--- config.mk ---
export PLATFORM = sky130hd
export DESIGN_NAME = fb_fill_sched
export DESIGN_NICKNAME = d
export VERILOG_FILES = /design/src/rtl/fb_fill_sched.sv
export SDC_FILE = /design/constraint.sdc
export NUM_CORES = 1
export LEC_CHECK = 0
export CORE_ASPECT_RATIO = 0.75
export CORE_MARGIN = 2
export CORE_UTILIZATION = 55
export CTS_BUF_LIST = sky130_fd_sc_hd__clkbuf_16
export DETAILED_ROUTE_END_ITERATION = 7
export PLACE_DENSITY_LB_ADDON = 0.05
export SYNTH_ARGS = -nofsm -noshare
export SYNTH_HDL_FRONTEND = slang
export SYNTH_SLANG_ARGS = --single-unit
--- constraint.sdc ---
create_clock -name clk_pix -period 3.5 [get_ports clk_pix]
set_clock_uncertainty 0.2 [all_clocks]
set_input_delay 0.525 -clock clk_pix [delete_from_list [all_inputs] [get_ports clk_pix]]
set_output_delay 0.525 -clock clk_pix [all_outputs]
set_load 0.01 [all_outputs]
--- src/rtl/fb_fill_sched.sv ---
// fb_fill_sched: arbiter for the single port of the 640x480 4-bit
// colour-index framebuffer.
//   - Display scan reads (de=1) always own the port.
//   - Blanking cycles (de=0) are used to run rectangle-fill commands,
//     one pixel write per granted cycle, in raster order (x inner).
// Ports:
//   clk_pix, rst (sync, active-low)      clock / reset
//   de, sx, sy                           scan request from the timing generator
//   cmd_valid/cmd_ready, cmd_x0..y1,     fill command handshake; rectangle is
//   cmd_color                            inclusive and clamped to the screen
//   mem_en, mem_we, mem_addr, mem_wdata  registered RAM port (1-cycle latency)
//   busy                                 fill in progress
//   done                                 one-cycle pulse, aligned with the
//                                        last write showing on mem_*
module fb_fill_sched #(
    parameter int CORDW       = 10,
    parameter int DISP_WIDTH  = 640,
    parameter int DISP_HEIGHT = 480,
    parameter int ADDRW       = 19
) (
    input  logic             clk_pix,
    input  logic             rst,
    input  logic             de,
    input  logic [CORDW-1:0] sx,
    input  logic [CORDW-1:0] sy,
    input  logic             cmd_valid,
    output logic             cmd_ready,
    input  logic [CORDW-1:0] cmd_x0,
    input  logic [CORDW-1:0] cmd_y0,
    input  logic [CORDW-1:0] cmd_x1,
    input  logic [CORDW-1:0] cmd_y1,
    input  logic [3:0]       cmd_color,
    output logic             mem_en,
    output logic             mem_we,
    output logic [ADDRW-1:0] mem_addr,
    output logic [3:0]       mem_wdata,
    output logic             busy,
    output logic             done
);

    localparam logic [CORDW-1:0] X_MAX = CORDW'(DISP_WIDTH - 1);
    localparam logic [CORDW-1:0] Y_MAX = CORDW'(DISP_HEIGHT - 1);
    localparam logic [ADDRW-1:0] LINE  = ADDRW'(DISP_WIDTH);

    typedef enum logic [1:0] {IDLE, FILL, DONE} state_t;

    state_t           state_q, state_d;
    logic [CORDW-1:0] x0_q, x0_d;
    logic [CORDW-1:0] x1_q, x1_d;
    logic [CORDW-1:0] y1_q, y1_d;
    logic [CORDW-1:0] cx_q, cx_d;
    logic [CORDW-1:0] cy_q, cy_d;
    logic [3:0]       color_q, color_d;
    logic             mem_en_q, mem_en_d;
    logic             mem_we_q, mem_we_d;
    logic [ADDRW-1:0] mem_addr_q, mem_addr_d;
    logic [3:0]       mem_wdata_q, mem_wdata_d;

    logic [CORDW-1:0] x1c, y1c;
    logic             cmd_empty;
    logic             accept;
    logic             wr_grant;
    logic [ADDRW-1:0] scan_addr, cur_addr;

    always_comb begin
        cmd_ready = rst && (state_q == IDLE);
        busy      = (state_q == FILL);
        done      = (state_q == DONE);
        mem_en    = mem_en_q;
        mem_we    = mem_we_q;
        mem_addr  = mem_addr_q;
        mem_wdata = mem_wdata_q;
    end

    always_comb begin
        x1c       = (cmd_x1 > X_MAX) ? X_MAX : cmd_x1;
        y1c       = (cmd_y1 > Y_MAX) ? Y_MAX : cmd_y1;
        // Empty once clamped: start off-screen or start past end.
        cmd_empty = (cmd_x0 > X_MAX) || (cmd_y0 > Y_MAX) ||
                    (cmd_x0 > x1c)   || (cmd_y0 > y1c);
        accept    = cmd_valid && cmd_ready;
        wr_grant  = (state_q == FILL) && !de;
        scan_addr = ADDRW'(sy)   * LINE + ADDRW'(sx);
        cur_addr  = ADDRW'(cy_q) * LINE + ADDRW'(cx_q);

        state_d     = state_q;
        x0_d        = x0_q;
        x1_d        = x1_q;
        y1_d        = y1_q;
        cx_d        = cx_q;
        cy_d        = cy_q;
        color_d     = color_q;
        mem_en_d    = 1'b0;
        mem_we_d    = 1'b0;
        mem_addr_d  = mem_addr_q;
        mem_wdata_d = mem_wdata_q;

        case (state_q)
            IDLE: begin
                if (accept) begin
                    x0_d    = cmd_x0;
                    x1_d    = x1c;
                    y1_d    = y1c;
                    cx_d    = cmd_x0;
                    cy_d    = cmd_y0;
                    color_d = cmd_color;
                    state_d = cmd_empty ? DONE : FILL;
                end
            end
            FILL: begin
                // Cursor only moves on cycles the write actually gets the port.
                if (wr_grant) begin
                    if (cx_q != x1_q) begin
                        cx_d = cx_q + CORDW'(1);
                    end else if (cy_q != y1_q) begin
                        cx_d = x0_q;
                        cy_d = cy_q + CORDW'(1);
                    end else begin
                        state_d = DONE;
                    end
                end
            end
            DONE:    state_d = IDLE;
            default: state_d = IDLE;
        endcase

        if (de) begin
            mem_en_d   = 1'b1;
            mem_addr_d = scan_addr;
        end else if (wr_grant) begin
            mem_en_d    = 1'b1;
            mem_we_d    = 1'b1;
            mem_addr_d  = cur_addr;
            mem_wdata_d = color_q;
        end
    end

    always_ff @(posedge clk_pix) begin
        if (!rst) begin
            state_q     <= IDLE;
            x0_q        <= '0;
            x1_q        <= '0;
            y1_q        <= '0;
            cx_q        <= '0;
            cy_q        <= '0;
            color_q     <= '0;
            mem_en_q    <= 1'b0;
            mem_we_q    <= 1'b0;
            mem_addr_q  <= '0;
            mem_wdata_q <= '0;
        end else begin
            state_q     <= state_d;
            x0_q        <= x0_d;
            x1_q        <= x1_d;
            y1_q        <= y1_d;
            cx_q        <= cx_d;
            cy_q        <= cy_d;
            color_q     <= color_d;
            mem_en_q    <= mem_en_d;
            mem_we_q    <= mem_we_d;
            mem_addr_q  <= mem_addr_d;
            mem_wdata_q <= mem_wdata_d;
        end
    end

endmodule

==> reports/results.txt <==
Crit end category: flop
Highest-utilization routing layer at the global route stage: met2
Cell Pwr Density: 438 nW/um2
Per-instance average area after synthesis: 7.95 um2
Number of search-and-repair iterations in the first detailed-routing pass: 5
Number of DRC violations after detailed routing: 0
Met3 demand-to-capacity share in global routing: 6.59%
Hold-fix buffers at CTS: 0
Die Y-Extent: 92.8 um
CORE AREA: 10,200 um2
Clock-pin transition on the worst setup and hold timing paths: 60 ps
Overall fraction of global-route tracks in use: 27.6%
Share of the clock period used by the worst path: 94.0%
Async set-reset flop share out of synthesis: 0%
Fraction of power spent switching nets: 33.9%
Synth unique cells: 73
Crit path launch type: input pin
Final core utilization: 69.6%
Peak per-stage delay on the critical path: 460 ps
Number of antenna violations at the first check in global routing: 0
Sum of negative setup slack: 0 ps
FP Rows: 32
M1 GR Usage: 36.8%
Maximum capacitance violations: 0
Remaining antenna violation count after routing: 0
CTS Root Buffer Type: sky130_fd_sc_hd__clkbuf_16
Pins Over Slew Limit: 0
Initial cell density of the core: 56.4%
Critical path, cell by cell: clkdlybuf4s50_1, ha_1, ha_1, inv_1, fa_1, nor2b_1, nand2_1, nor4_2, and3_1, nand4_1, xnor2_1, a31o_1
Number of cells in the finished layout apart from fillers: 950
First-pass GRT wire length: 25,100 um
Total of fill cells in the finished design: 874
Fraction of layout instances using a drive strength above 1: 7.37%
Slew @ Worst Pin: 577 ps
Final wirelength: 15,100 um
Final Wtd Congestion: 0.858
Critical path class: in2reg
Power, Total: 0.00313 W
Flip-flop and latch count after synthesis: 81
Setup repair after global routing missed its margin: no
Area of the multi-input gates: 3870 um2
Cell internal pwr: 0.00207 W
H-tree Lvls: 3
Fmax achieved: 304 MHz
Clock network fraction of design power: 29.2%
Worst path arrival time: 3320 ps
Class of the most critical hold timing path: reg2reg
Clock period minus final worst setup slack: 3290 ps
Number of synthesis warnings: 0
Post-detailed-route wirelength per cell: 15.9 um
Number of I/O pins: 96
Net switching power: 0.00106 W
Setup violators final: 0
Die extent in x: 122 um
Worst path bufs/invs: 2
Critical-path maximum fanout: 3
Static leakage: 2.95 nW
Most frequent cell on the critical path: sky130_fd_sc_hd__ha_1
Combined area of all synthesized cells: 5780 um2
Total count of hold-check failures in the final report: 0
DP Cell Count: 935
Gates resized, CTS repair: 0
Violation count after the first detailed-route iteration: 367
Number of global-route vias before repair: 5,203
Ys flop type: sky130_fd_sc_hd__dfxtp_1
Sink Count: 81
Slowest cell on crit path: sky130_fd_sc_hd__clkdlybuf4s50_1
Average via count per standard cell: 5.76
Worst IR Drop VDD: 0.303 mV
Vias after detailed routing: 5,473
TritonCTS clock tree: yes
Cts bufs inserted: 9
Synthesized netlist net count: 859
Residual overflow from global routing: 0
Sequential standard cell area: 1620 um2
Reg power frac: 36.9%
Required time at the endpoint of the critical path: 3530 ps
Final layout net count: 942
Placement-stage cell area: 6850 um2
Die area: 11,400 um2
EDFF count, synth: 0
Met2 routing resource usage after global routing: 44.3%
Combinational share of power: 33.9%
Largest delay contributor family on the critical path: simple AND/OR/NAND/NOR gates
Final design instance area without fill: 7140 um2
Antenna diodes: 0
Run status: finished clean
Count of mapped cells out of synthesis: 727
Worst skew pair latency: 330 ps
Seq/Total Area, Yosys: 28.1%
Count of buffers inserted at the top-level ports: 95
Detail Placement HPWL: 11,200 um
Slew Limit Headroom: 61.5%
Area Growth Syn to Fin: 23.5%
Maximum clock path buffer count: 2
Post-CTS setup repair buffer count: 0
Maximum number of pins on one net before global-route repair: 57
## cell type report
class	count	share of cell area, %
well taps	136	2.38
clock buffers	9	3.16
repair buffers	114	15.3
inverters	25	1.31
multi-input cells	579	54.3
flip-flops and latches	81	22.7
clock inverters	6	0.824
## cells in the mapped netlist (6+ instances only)
master / instances / area, um2
sky130_fd_sc_hd__ha_1: 60 / 751
sky130_fd_sc_hd__xor2_1: 30 / 263
sky130_fd_sc_hd__nand2_1: 101 / 379
sky130_fd_sc_hd__nand3_1: 23 / 115
sky130_fd_sc_hd__o21ai_0: 44 / 220
sky130_fd_sc_hd__a211oi_1: 15 / 113
sky130_fd_sc_hd__o211ai_1: 11 / 82.6
sky130_fd_sc_hd__dfxtp_1: 81 / 1620
sky130_fd_sc_hd__nor2_1: 67 / 251
sky130_fd_sc_hd__nor3_1: 12 / 60.1
sky130_fd_sc_hd__a21oi_1: 57 / 285
sky130_fd_sc_hd__o21a_1: 6 / 45.0
sky130_fd_sc_hd__clkbuf_1: 25 / 93.8
sky130_fd_sc_hd__xnor2_1: 22 / 193
sky130_fd_sc_hd__inv_1: 24 / 90.1
sky130_fd_sc_hd__buf_2: 11 / 55.1
sky130_fd_sc_hd__a21o_1: 10 / 75.1
sky130_fd_sc_hd__a311oi_1: 6 / 52.6
sky130_fd_sc_hd__nand4_1: 11 / 68.8
sky130_fd_sc_hd__nor2b_1: 8 / 50.1
sky130_fd_sc_hd__or2_2: 6 / 37.5
## through the flow
| step | setup WS, ps | hold WS [ps] |
|---|---|---|
| after floorplan | 426 | 232 |
| after global placement | -94.7 | 242 |
| after detailed placement | -193 | 248 |
| after CTS | 152 | 258 |
| after global routing | 62.0 | 275 |
| final | 210 | 256 |
## placed cells by master, fill, tap and decap left out, types with 9 or more instances in the layout
cell                              synthesis  final
sky130_fd_sc_hd__nor2_1                  67     67
sky130_fd_sc_hd__nand4_1                 11     11
sky130_fd_sc_hd__a21oi_1                 57     57
sky130_fd_sc_hd__dfxtp_1                 81     81
sky130_fd_sc_hd__inv_1                   24     24
sky130_fd_sc_hd__o21ai_0                 44     44
sky130_fd_sc_hd__o211ai_1                11     11
sky130_fd_sc_hd__clkbuf_16                0      9
sky130_fd_sc_hd__nand3_1                 23     23
sky130_fd_sc_hd__buf_4                    0     19
sky130_fd_sc_hd__nor3_1                  12     12
sky130_fd_sc_hd__xor2_1                  30     30
sky130_fd_sc_hd__nand2_1                101    101
sky130_fd_sc_hd__clkdlybuf4s50_1          0     95
sky130_fd_sc_hd__a211oi_1                15     15
sky130_fd_sc_hd__ha_1                    60     60
sky130_fd_sc_hd__a21o_1                  10     10
sky130_fd_sc_hd__xnor2_1                 22     22
## worst paths after layout
path | from | end | slack [ps] | cells after the start
min reg2reg | color_q[3] | mem_wdata[3] | 260 | 2
max reg2reg | cy_q[3] | mem_addr[17] | 290 | 11
min | color_q[3] | mem_wdata[3] | 260 | 2
max | sy[1] | mem_addr[18] | 210 | 12
## cell families (layout without fill, tap and decap cells)
family / count (synthesis) / after routing / synth area share [%]
other cells: 1 / 1 / 0.0649
flops: 81 / 81 / 28.1
buf+inv: 67 / 154 / 5.02
compound gates: 192 / 192 / 21.5
mux: 4 / 4 / 0.714
xor+xnor: 55 / 55 / 8.72
simple gates: 263 / 263 / 21.6
fa+ha+maj: 64 / 64 / 14.4
## tightest hold or removal path: cells and delay by family, from the launching register on
kind	cells	cell delay [ps]
AND/OR/NAND/NOR	1	50
AO/OA/AOI/OAI	1	50
flip-flops	1	310
## sequential cells by signal (all words and copies together) (netlist names)
name and cells:
state_q 2, y1_q 10, mem_we 1, cx_q 10, mem_wdata 4, x0_q 10, x1_q 10, cy_q 10
mem_addr 19, color_q 4, mem_en 1
## metal layers
layer  share of wire, %  vias to the layer above  routed length [um]
met4                1.4                        0                 218
met3                5.9                       21                 898
met5                  0                        -                   0
li1                   -                     2762                   -
met2                 46                      151                6910
met1                 47                     2539                7090
## power groups by stage
stage                     clock network, W  registers, W  logic [W]
after floorplan                          0       0.00114   0.000729
after global placement                   0       0.00117    0.00102
after detailed placement                 0       0.00117    0.00105
after CTS                         0.000934       0.00115    0.00106
after global routing              0.000976       0.00117    0.00118
final                             0.000914       0.00115    0.00106
Power figures use the tool's default switching activity.
